[src/rtl/comb_sweep_pkg.sv]
`default_nettype none
// ============================================================================
//  Module      : comb_sweep_pkg
//  Description : Shared constants for the combinational sweep controller:
//                FSM state encoding, vector count and derived widths.
//  Revision    : 1.0  initial release
// ============================================================================
package comb_sweep_pkg;

    localparam int N_VECTORS = 16;
    localparam int VEC_W     = 4;
    // Mismatch counter must hold 0..N_VECTORS inclusive.
    localparam int CNT_W     = $clog2(N_VECTORS + 1);

    localparam logic [1:0] IDLE   = 2'd0;
    localparam logic [1:0] DRIVE  = 2'd1;
    localparam logic [1:0] SAMPLE = 2'd2;
    localparam logic [1:0] DONE   = 2'd3;

endpackage : comb_sweep_pkg
`default_nettype wire

[src/rtl/comb_sweep_ctrl_if.sv]
`default_nettype none
// ============================================================================
//  Module      : comb_sweep_ctrl_if
//  Description : Control/result bundle between a sweep requester (master)
//                and the sweep controller (slave).
//                master drives : start, abort, expected, x
//                slave drives  : abcd, truth, mism_cnt, busy, done, pass
//  Revision    : 1.0  initial release
// ============================================================================
interface comb_sweep_ctrl_if;
    import comb_sweep_pkg::*;

    logic                 start;
    logic                 abort;
    logic [N_VECTORS-1:0] expected;
    logic                 x;
    logic [VEC_W-1:0]     abcd;
    logic [N_VECTORS-1:0] truth;
    logic [CNT_W-1:0]     mism_cnt;
    logic                 busy;
    logic                 done;
    logic                 pass;

    modport master (
        output start, abort, expected, x,
        input  abcd, truth, mism_cnt, busy, done, pass
    );

    modport slave (
        input  start, abort, expected, x,
        output abcd, truth, mism_cnt, busy, done, pass
    );

endinterface : comb_sweep_ctrl_if
`default_nettype wire

[src/rtl/sweep_settle_timer.sv]
`default_nettype none
// ============================================================================
//  Module      : sweep_settle_timer
//  Description : 4-bit hold counter with synchronous clear and enable.
//                o_tc is high while the count equals TC_VAL.
//  Ports       : clk, rst    - clock, sync active-high reset
//                i_clr       - force count to zero (wins over i_en)
//                i_en        - increment count
//                o_tc        - terminal count reached
//  Revision    : 1.0  initial release
// ============================================================================
module sweep_settle_timer #(
    parameter logic [3:0] TC_VAL = 4'd0
) (
    input  wire logic clk,
    input  wire logic rst,
    input  wire logic i_clr,
    input  wire logic i_en,
    output logic      o_tc
);

    logic [3:0] r_cnt;

    always_ff @(posedge clk) begin
        if (rst || i_clr) begin
            r_cnt <= 4'd0;
        end else if (i_en) begin
            r_cnt <= r_cnt + 4'd1;
        end
    end

    assign o_tc = (r_cnt == TC_VAL);

endmodule : sweep_settle_timer
`default_nettype wire

[src/rtl/comb_sweep_ctrl.sv]
`default_nettype none
// ============================================================================
//  Module      : comb_sweep_ctrl
//  Description : Exhaustively sweeps a 4-input combinational unit. Each
//                vector 0..15 is held on abcd for SETTLE cycles (DRIVE), then
//                x is captured into truth and compared to expected (SAMPLE).
//                A done pulse ends a complete sweep; pass reports a clean run.
//  Ports       : clk, rst  - clock, sync active-high reset
//                bus       - comb_sweep_ctrl_if.slave
//                  start/abort/expected/x in, abcd/truth/mism_cnt/busy/done/
//                  pass out
//  Parameters  : SETTLE    - hold cycles per vector, legal 1..15
//  Revision    : 1.0  initial release
// ============================================================================
module comb_sweep_ctrl
    import comb_sweep_pkg::*;
#(
    parameter int SETTLE = 1
) (
    input  wire logic         clk,
    input  wire logic         rst,
    comb_sweep_ctrl_if.slave  bus
);

    localparam logic [3:0]       c_TC_VAL   = 4'(SETTLE - 1);
    localparam logic [VEC_W-1:0] c_LAST_VEC = VEC_W'(N_VECTORS - 1);

    logic [1:0]           r_state;
    logic [VEC_W-1:0]     r_vec;
    logic [N_VECTORS-1:0] r_truth;
    logic [CNT_W-1:0]     r_mism;
    logic                 r_pass;

    logic                 w_tc;
    logic                 w_miss;
    logic [CNT_W-1:0]     w_mism_nxt;
    logic                 w_busy;

    // Counter runs only in DRIVE; it is held at zero everywhere else so each
    // new vector starts its hold from a clean count.
    sweep_settle_timer #(
        .TC_VAL (c_TC_VAL)
    ) u_timer (
        .clk   (clk),
        .rst   (rst),
        .i_clr (r_state != DRIVE),
        .i_en  (r_state == DRIVE),
        .o_tc  (w_tc)
    );

    // expected is sampled live per vector, not latched at start.
    assign w_miss     = (bus.x != bus.expected[r_vec]);
    assign w_mism_nxt = r_mism + {{(CNT_W-1){1'b0}}, w_miss};
    assign w_busy     = (r_state == DRIVE) || (r_state == SAMPLE);

    always_ff @(posedge clk) begin
        if (rst) begin
            r_state <= IDLE;
            r_vec   <= '0;
            r_truth <= '0;
            r_mism  <= '0;
            r_pass  <= 1'b0;
        end else begin
            case (r_state)
                IDLE: begin
                    // abort has priority over a simultaneous start.
                    if (bus.start && !bus.abort) begin
                        r_state <= DRIVE;
                        r_vec   <= '0;
                        r_truth <= '0;
                        r_mism  <= '0;
                        r_pass  <= 1'b0;
                    end
                end
                DRIVE: begin
                    if (bus.abort) begin
                        r_state <= IDLE;
                    end else if (w_tc) begin
                        r_state <= SAMPLE;
                    end
                end
                SAMPLE: begin
                    if (bus.abort) begin
                        // Partial results are kept; this vector is not captured.
                        r_state <= IDLE;
                    end else begin
                        r_truth[r_vec] <= bus.x;
                        r_mism         <= w_mism_nxt;
                        if (r_vec == c_LAST_VEC) begin
                            r_state <= DONE;
                            // Verdict includes the final vector's comparison.
                            r_pass  <= (w_mism_nxt == '0);
                        end else begin
                            r_vec   <= r_vec + 1'b1;
                            r_state <= DRIVE;
                        end
                    end
                end
                DONE: begin
                    r_state <= IDLE;
                end
                default: begin
                    r_state <= IDLE;
                end
            endcase
        end
    end

    assign bus.abcd     = w_busy ? r_vec : '0;
    assign bus.truth    = r_truth;
    assign bus.mism_cnt = r_mism;
    assign bus.busy     = w_busy;
    assign bus.done     = (r_state == DONE);
    assign bus.pass     = r_pass;

endmodule : comb_sweep_ctrl
`default_nettype wire

[src/flat_wrapper.sv]
// flat-port wrapper written by rule: the top's interface ports become plain ports
module comb_sweep_ctrl_flat import comb_sweep_pkg::*;
#(
    parameter int SETTLE = 1
)
  (clk, rst, bus_start, bus_abort, bus_expected, bus_x, bus_abcd, bus_truth, bus_mism_cnt, bus_busy, bus_done, bus_pass);
  comb_sweep_ctrl_if bus_i ();
  input  wire logic clk;
  input  wire logic rst;
  input wire logic [$bits(bus_i.start)-1:0] bus_start;
  input wire logic [$bits(bus_i.abort)-1:0] bus_abort;
  input wire logic [$bits(bus_i.expected)-1:0] bus_expected;
  input wire logic [$bits(bus_i.x)-1:0] bus_x;
  output wire logic [$bits(bus_i.abcd)-1:0] bus_abcd;
  output wire logic [$bits(bus_i.truth)-1:0] bus_truth;
  output wire logic [$bits(bus_i.mism_cnt)-1:0] bus_mism_cnt;
  output wire logic [$bits(bus_i.busy)-1:0] bus_busy;
  output wire logic [$bits(bus_i.done)-1:0] bus_done;
  output wire logic [$bits(bus_i.pass)-1:0] bus_pass;
  assign bus_i.start = bus_start;
  assign bus_i.abort = bus_abort;
  assign bus_i.expected = bus_expected;
  assign bus_i.x = bus_x;
  assign bus_abcd = bus_i.abcd;
  assign bus_truth = bus_i.truth;
  assign bus_mism_cnt = bus_i.mism_cnt;
  assign bus_busy = bus_i.busy;
  assign bus_done = bus_i.done;
  assign bus_pass = bus_i.pass;
  comb_sweep_ctrl #(.SETTLE(SETTLE)) u_core (.clk(clk), .rst(rst), .bus(bus_i));
endmodule
[config.mk]
export PLATFORM = sky130hd
export DESIGN_NAME = comb_sweep_ctrl_flat
export DESIGN_NICKNAME = d
export VERILOG_FILES = /design/src/rtl/comb_sweep_pkg.sv /design/src/rtl/comb_sweep_ctrl_if.sv /design/src/rtl/sweep_settle_timer.sv /design/src/rtl/comb_sweep_ctrl.sv /design/src/flat_wrapper.sv
export SDC_FILE = /design/constraint.sdc
export NUM_CORES = 1
export LEC_CHECK = 0
export ABC_AREA = 1
export BUFFER_PORTS_ARGS = -buffer_cell sky130_fd_sc_hd__buf_4
export CAP_MARGIN = 20
export CORE_MARGIN = 5
export CORE_UTILIZATION = 53
export CTS_BUF_LIST = sky130_fd_sc_hd__clkbuf_16
export CTS_CLUSTER_SIZE = 20
export DETAILED_ROUTE_END_ITERATION = 8
export PLACE_DENSITY = 0.8
export SYNTH_ARGS = -nofsm -noshare
export SYNTH_HDL_FRONTEND = slang
export SYNTH_SLANG_ARGS = --single-unit
[constraint.sdc]
create_clock -name clk -period 2.5 [get_ports clk]
set_input_delay 0.125 -clock clk [delete_from_list [all_inputs] [get_ports clk]]
set_output_delay 0.125 -clock clk [all_outputs]
set_load 0.02 [all_outputs]
# == Word level (Yosys, flattened, before mapping) ==
# Cells that the tools add are included.
# Widths: inputs -> output; s select.
# classes
n_addsub,3
magnitude_cmp,2
eq_ne,11
n_mux,26
reduce_logical,13
# op_table
op,n
$mux 16,2
$pmux 16 s2,1
$bwmux 16,1
$mux 4,4
$mux 2,5
$mux 5,2
$pmux 5 s2,1
$add 4x1->4 const B,2
$pmux 2 s4,1
$pmux 4 s2,1
$reduce_and 4->1,2
$ne 2x2->1 const B,3
$add 5x1->5,1
$logic_not 5->1,1
$lt 4x5->1 const B,1
$mux 1,5
$bmux 1 s4,1
$demux 1 s4,1
$eq 2x2->1 const B,2
$eq 4x4->1 const B,1
$ge 4x1->1 const B,1
$logic_not 4->1,1
$ne 2x1->1 const B,2
$ne 3x2->1 const B,1
10 further kinds,12
# word_totals
ff_bits,32
out_inout_bits,28
word_cells,61

# == Logic depth before layout (Yosys ltp) ==
# Gate-level depths: netlist (run 1).
# logic_depth
depth_word,8
ltp_mapped,16
depth_no_buf,16

# == Modules after synthesis ==
# Synthesis (run 1) repeated with hierarchy kept, for this count alone.
# hier_totals
cells_unflattened,308
area_unflattened_um2,1948.1
# by_module_without_submodules
module,instances,cells_each,area_each_um2,seq_area_each_um2
comb_sweep_ctrl,1,281,1750.4,560.5
sweep_settle_timer,1,27,197.7,80.1

# == Least setup slack after synthesis (run 1) ==
# Ideal clock, no wire load.
# synth_path
kind,register to register
startpoint,reg u_core.r_vec[0]
endpoint,"reg u_core.r_mism[2], in the netlist u_core.bus.mism_cnt[2]"
t_arrival_ns,1.989
required_ns,2.429
path_slack_ns,0.440
stages_incl_launch_ff,15
synth_period_minus_slack_ns,2.060
path_cell_list,dfxtp_1 clkinv_1 nand2_1 nand3_1 nand2_1 nand2_1 nand2_1 nor2_1 nor2_1 nor2_1 ha_1 ha_1 xnor2_1 or2_2 a21oi_1
# synth_between
elab_chain_len,6
# synth_rtl
item,line,rtl
start: declaration,comb_sweep_ctrl.sv:29,logic [VEC_W-1:0] r_vec;
start signal: assignment,comb_sweep_ctrl.sv:94,r_vec <= r_vec + 1'b1;
$bmux 1 s4,comb_sweep_ctrl.sv:52,assign w_miss = (bus.x != bus.expected[r_vec]);
$mux 1 (not written as such),comb_sweep_ctrl.sv:52,
$ne 1x1->1,comb_sweep_ctrl.sv:52,
$add 5x1->5,comb_sweep_ctrl.sv:53,"assign w_mism_nxt = r_mism + {{(CNT_W-1){1'b0}}, w_miss};"
$mux 5,comb_sweep_ctrl.sv:83,if (bus.abort) begin
$pmux 5 s2,comb_sweep_ctrl.sv:64,case (r_state)
end signal: assignment,comb_sweep_ctrl.sv:88,r_mism <= w_mism_nxt;
end: declaration,comb_sweep_ctrl.sv:31,logic [CNT_W-1:0] r_mism;
# No other way between the ends. The select of a mux whose other input is x is not followed.
# A chain may end at the register's enable or synchronous reset.

# == Final worst setup path (run 1) ==
# Same ends and word-level chain as after synthesis.

==> metrics, run 1 <==
IO Pins 49; fill count 279; CTS tree built; Worst setup SP type flop; die width 70.3 µm; Final Hold Vio Count 0; dpl ws 187 ps; net total in the final layout 382; crit-path most repeated cell nand2_1; area of the core 3420 µm²; Routed WL per cell 11.5 µm; Crit. End Element flop; gr busiest metal met2; drc violations 0; Starting Density 56.3%; DRT Pass-1 Iters 4; share of the synthesized area in the top cell type 33.3%; clock skew 2.78 ps; dpl cell area 2310 µm²; via count 1954; post-synthesis sequential area ratio 33.3%; layout cells sized above 1 21.1%; row count 21; leak pwr 1.20 nW; Clock Path Buffers 2; HPWL Detailed 3210 µm; Worst VDD drop 0.516 mV; Worst Setup Path Type reg -> reg; largest net degree at the start of global routing 29; maximum level of the CTS H-tree 2; Antenna Nets Post-Route 0; critical path peak fanout 8; PD cells 554 nW/µm²; # setup viols final 0; Post-Syn Nets 331; Design Area, Final 2500 µm²; register bit total from synthesis 32; chip height 70.3 µm; Num CTS Buffers 5; slowest stage delay, CP 430 ps; worst path cell trace clkinvlp_2, nand2_1, nand3_1, nand2_1, nand2_1, nand2_1, nor2_1, nor2_1, nor2_1, ha_1, ha_1, xnor2_1, or2_2, a21oi_1; syn_area_per_cell 6.46 µm²; Worst slew margin 72.5%; Final period util 90.5%; die area 4940 µm²; Mapped Area 1920 µm²; clock transition at the registers of the reported paths 50 ps; diodes inserted 0; Max-cap violations 0; Synth warnings 0; grt total ovfl 0; Period minus WS final 2260 ps; Non-Filler Instances 396; # port buffers 48; worst-margin pin slew 412 ps; achievable frequency 442 MHz; met3 usage 4.88%; Syn Inst Count 298; top post-synthesis cells by area dfxtp_1, nand2_1, inv_1; final WL 4540 µm; initial antenna violation count 0; Final Max Slew Viols 0; WP data arrival 2470 ps; final setup TNS 0 ps; root buf cell clkbuf_16; worst hold path type in -> reg; vias per inst 4.93; RePlAce Congestion 0.806; cell accounting for the most synthesized area dfxtp_1; 1st-iter DRT viols 127; M2 GR Usage 33.1%; worst setup margin 236 ps; Slowest-stage cell, CP dfxtp_2; count of hold-fix buffers inserted at cts 0; Critical Path RT 2710 ps; clock sink total 32; Layout area overhead 29.7%; first-pass GRT wire length 7640 µm; Distinct cells, synth 26; vias in the first global route 1790; clock latency on the worst-skew pair 270 ps; met1 usage 21.5%; Cells after DPL 385; total track usage 18.4%; status finished clean
-- logic make-up (layout without fill, tap and decap cells) --
kind of cell,count (synthesis),in the layout,synth area share [%]
AND/OR/NAND/NOR,145,145,31.8
buffers and inverters,56,108,11.7
AO/OA/AOI/OAI,48,48,13.1
flip-flops,32,32,33.3
adder cells (fa/ha/maj),12,12,7.80
XOR/XNOR,5,5,2.28
-- cell type report --
class | instances | area [µm²] | share of cell area (%)
clock buffers | 5 | 125 | 5.01
clock inverters | 3 | 37.5 | 1.50
inverters | 47 | 180 | 7.22
multi-input cells | 210 | 1060 | 42.4
flip-flops and latches | 32 | 642 | 25.7
well taps | 46 | 57.6 | 2.31
repair buffers | 52 | 390 | 15.6
repair inverters | 1 | 5.00 | 0.201
-- path summary, 6_finish.rpt --
| path | startpoint | cells after the start | slack, ps | end |
|---|---|---|---|---|
| setup / recovery | u_core.r_vec[0]$_SDFFE_PP0P_ | 14 | 240 | u_core.bus.mism_cnt[2]$_SDFFE_PP0P_ |
| hold / removal | rst | 2 | 220 | u_core.bus.mism_cnt[1]$_SDFFE_PP0P_ |
| setup reg to reg | u_core.r_vec[0]$_SDFFE_PP0P_ | 14 | 240 | u_core.bus.mism_cnt[2]$_SDFFE_PP0P_ |
| hold reg to reg | u_core.bus.truth[10]$_SDFFE_PP0P_ | 2 | 460 | u_core.bus.truth[10]$_SDFFE_PP0P_ |
-- cells in the final DEF (no fill, tap or decap), types with 2 or more instances in the layout --
cell type | synthesis | layout
nor2_1 | 35 | 35
a21oi_2 | 2 | 2
or2_2 | 2 | 2
buf_4 | 1 | 52
nand3_1 | 13 | 13
a22oi_1 | 2 | 2
nand2_2 | 5 | 5
dfxtp_1 | 32 | 31
xnor2_1 | 4 | 4
clkbuf_16 | 0 | 5
nor2_4 | 2 | 2
clkinv_1 | 1 | 2
nor3_1 | 5 | 5
o21ai_0 | 19 | 19
a21oi_1 | 25 | 25
ha_1 | 12 | 12
inv_1 | 45 | 45
nand2_1 | 80 | 80
-- per-layer routing --
metal  up-vias  part of all wire, %
met5         -                    0
met1       881                   44
li1       1020                    -
met3         6                  5.2
met2        47                   50
met4         0                 0.86
-- per-stage QoR --
| step | hold slack (ps) | utilization [%] | total power, mW |
|---|---|---|---|
| after floorplan | 426 | - | 0.667 |
| after global placement | 449 | 67.6 | 0.716 |
| after detailed placement | 453 | 67.6 | 0.718 |
| after CTS | 219 | 72.3 | 1.39 |
| after global routing | 247 | 73.1 | 1.44 |
| final | 219 | 73.1 | 1.38 |
-- power by group --
part	total (mW)	leakage (nW)	internal (mW)	switching [mW]
clock network	0.674	0.0789	0.462	0.212
logic	0.186	0.866	0.0693	0.117
registers	0.523	0.259	0.517	0.00636
-- repair_timing --
item	4_1_cts	5_1_grt
hold endpoints to repair	0	0
resized for setup	0	2
buffers inserted	0	2
setup endpoints to repair	0	3
-- Yosys cell counts --
cell type / instances
a21oi_1: 25
a21oi_2: 2
a22oi_1: 2
buf_1: 1
buf_2: 3
buf_4: 1
buf_6: 1
clkbuf_1: 3
clkinv_1: 1
dfxtp_1: 32
ha_1: 12
inv_1: 45
inv_2: 1
nand2_1: 80
nand2_2: 5
nand3_1: 13
nand3b_1: 1
nand4_1: 1
nor2_1: 35
nor2_4: 2
nor3_1: 5
nor3_2: 1
o21ai_0: 19
or2_2: 2
xnor2_1: 4
xor2_1: 1
-- state kept, by name, indices dropped and copies added (netlist names) --
| signal | flops |
|---|---|
| u_core.bus.mism_cnt | 5 |
| u_core.u_timer.r_cnt | 4 |
| u_core.r_vec | 4 |
| u_core.r_state | 2 |
| u_core.bus.truth | 16 |
| u_core.bus.pass | 1 |
-- worst max-delay path: cells and delay by family, from the launching register on --
family,cells,cell delay (ps)
AOI/OAI and AO/OA,1,120
adders and majority gates,2,430
buffers and inverters,1,230
and+or+nand+nor,9,870
xor gates and xnor gates,1,140
DFF,1,430
Power figures use the tool's default switching activity.
==> inputs of run 2 (changes only) <==
==> constraint.sdc (replaced) <==
create_clock -name clk -period 2.6 [get_ports clk]
set_input_delay 0.39 -clock clk [delete_from_list [all_inputs] [get_ports clk]]
set_output_delay 0.39 -clock clk [all_outputs]
set_load 0.02 [all_outputs]
==> run 2 against run 1 <==
Final cell count fell by 0.76%. Critical endpoint unchanged. Fmax decreased by 0.85%. Worst setup slack improved by 80 ps. Count of clock-buffer cells in the layout unchanged. Die area did not move. Register-to-register slack improved by 80 ps. Flip-flop and latch count did not move. Power shrank 11%. First-iteration DRC count is 46% higher. Non-clock buffer count down 1. Clock skew is 2.8 ps higher.
==> metrics, run 2 (same netlist as run 1, synthesis figures left out) <==
status finished clean; IO Pins 49; fill count 296; Net Sw Power 322 µW; final WL 4540 µm; Starting Density 56.3%; Sw Share 26.2%; RSZ-0062 raised after global routing no; largest net degree at the start of global routing 29; Crit. End Element flop; Period minus WS final 2280 ps; most frequent cells in the layout nand2_1, buf_4, inv_1; worst hold path type reg -> reg; worst-margin pin slew 402 ps; Num CTS Buffers 5; worst path bufs/invs 1; area of the multi-input gates 1060 µm²; sequential power share 41.0%; crit-path most repeated cell nand2_1; hold slack 458 ps; layout cells sized above 1 20.5%; register area 641 µm²; vias in the first global route 1759; initial antenna violation count 0; die area 4940 µm²; Final Max Slew Viols 0; first-pass GRT wire length 7600 µm; crit path from u_core.r_vec[0]$_SDFFE_PP0P_; worst setup margin 317 ps; # port buffers 48; clock skew 5.58 ps; Worst Setup Path Type reg -> reg; Final Core Density 71.8%; via count 1927; total track usage 18.9%; Worst slew margin 73.2%; achievable frequency 438 MHz; critical path peak fanout 9; leak pwr 1.19 nW; max FFs per register 16; Worst VDD drop 0.400 mV; count of hold-fix buffers inserted at cts 0; grt total ovfl 0; Final Hold Vio Count 0; HPWL Detailed 3270 µm; Max-cap violations 0; worst path cell trace clkinvlp_4, nand2_1, nand3_1, nand2_1, nand2_1, nand2_1, nor2_1, nor2_1, nor2_1, ha_1, ha_1, xnor2_1, or2_2, a21oi_1; 1st-iter DRT viols 185; CTS tree built; Slowest-stage cell, CP dfxtp_1; diodes inserted 0; Worst R2R Path Depth 14; area of the core 3420 µm²; dpl ws 299 ps; RePlAce Congestion 0.796; worst r2r dst u_core.bus.mism_cnt[2]$_SDFFE_PP0P_; Worst Setup EP u_core.bus.mism_cnt[2]$_SDFFE_PP0P_; WP data arrival 2490 ps; PD cells 501 nW/µm²; die width 70.3 µm; leading cell type in the layout, fill and taps excluded nand2_1; maximum level of the CTS H-tree 2; final setup TNS 0 ps; DRT Pass-1 Iters 4; chip height 70.3 µm; Worst setup SP type flop; Antenna Nets Post-Route 0; row count 21; Clock Path Buffers 2; Critical Path RT 2810 ps; Worst path depth 14; root buf cell clkbuf_16; net total in the final layout 380; # setup viols final 0; clock transition at the registers of the reported paths 50 ps; clock sink total 32; Clock power frac 44.6%; vias per inst 4.90; Layout area overhead 27.5%; crit-path leading delay family simple AND/OR/NAND/NOR gates; slowest stage delay, CP 460 ps; drc violations 0; clock latency on the worst-skew pair 280 ps; Final period util 87.8%; overall power consumption 1.23 mW; R2R Setup Slk 320 ps; Worst R2R Start u_core.r_vec[0]$_SDFFE_PP0P_; Combinational Power Share 14.4%; cell-internal power 907 µW; Routed WL per cell 11.6 µm
[run 2: worst min path at each step]
stage | start | endpoint | cells past startpoint
after global placement | u_core.bus.truth[9]$_SDFFE_PP0P_ | u_core.bus.truth[9]$_SDFFE_PP0P_ | 2
after floorplan | u_core.u_timer.r_cnt[0]$_SDFFE_PP0N_ | u_core.u_timer.r_cnt[0]$_SDFFE_PP0N_ | 1
after global routing | u_core.bus.truth[9]$_SDFFE_PP0P_ | u_core.bus.truth[9]$_SDFFE_PP0P_ | 2
after CTS | u_core.bus.truth[9]$_SDFFE_PP0P_ | u_core.bus.truth[9]$_SDFFE_PP0P_ | 2
after detailed placement | u_core.bus.truth[8]$_SDFFE_PP0P_ | u_core.bus.truth[8]$_SDFFE_PP0P_ | 2
final | u_core.bus.truth[9]$_SDFFE_PP0P_ | u_core.bus.truth[9]$_SDFFE_PP0P_ | 2
[run 2: through the flow]
stage	cell area, µm²	std cells
floorplan	1920	298
global placement	2310	385
detailed placement	2310	385
CTS	2440	392
global route	2450	393
finish	2450	393
[run 2: final cells by class]
cell class,count,area share (%)
Multi-Input combinational cell,210,43.1
Inverter,47,7.34
Clock buffer,5,5.10
Clock inverter,2,0.357
Sequential cell,32,26.1
Timing Repair Buffer,51,15.6
Tap cell,46,2.35
[run 2: timing repair]
action	in CTS	in global routing
setup buffers	0	1
resized for setup	0	1
setup endpoints to repair	0	1
[run 2: power groups by stage]
stage	Combinational [mW]	Clock [mW]	Sequential [mW]
floorplan	0.129	0	0.512
global placement	0.176	0	0.513
detailed placement	0.177	0	0.514
CTS	0.178	0.560	0.503
global route	0.205	0.585	0.504
finish	0.177	0.549	0.504
[run 2: layer usage]
metal	track usage (%)	share of wire (%)
met1	22.3	44
met2	31.8	49
met3	6.60	5.7
met4	6.17	1.2
met5	0	0
[run 2: tightest hold or removal path, cell delays in order (launching register included)]
cell and delay (ps):
dfxtp_1 310, nand2_1 60, a21oi_1 50
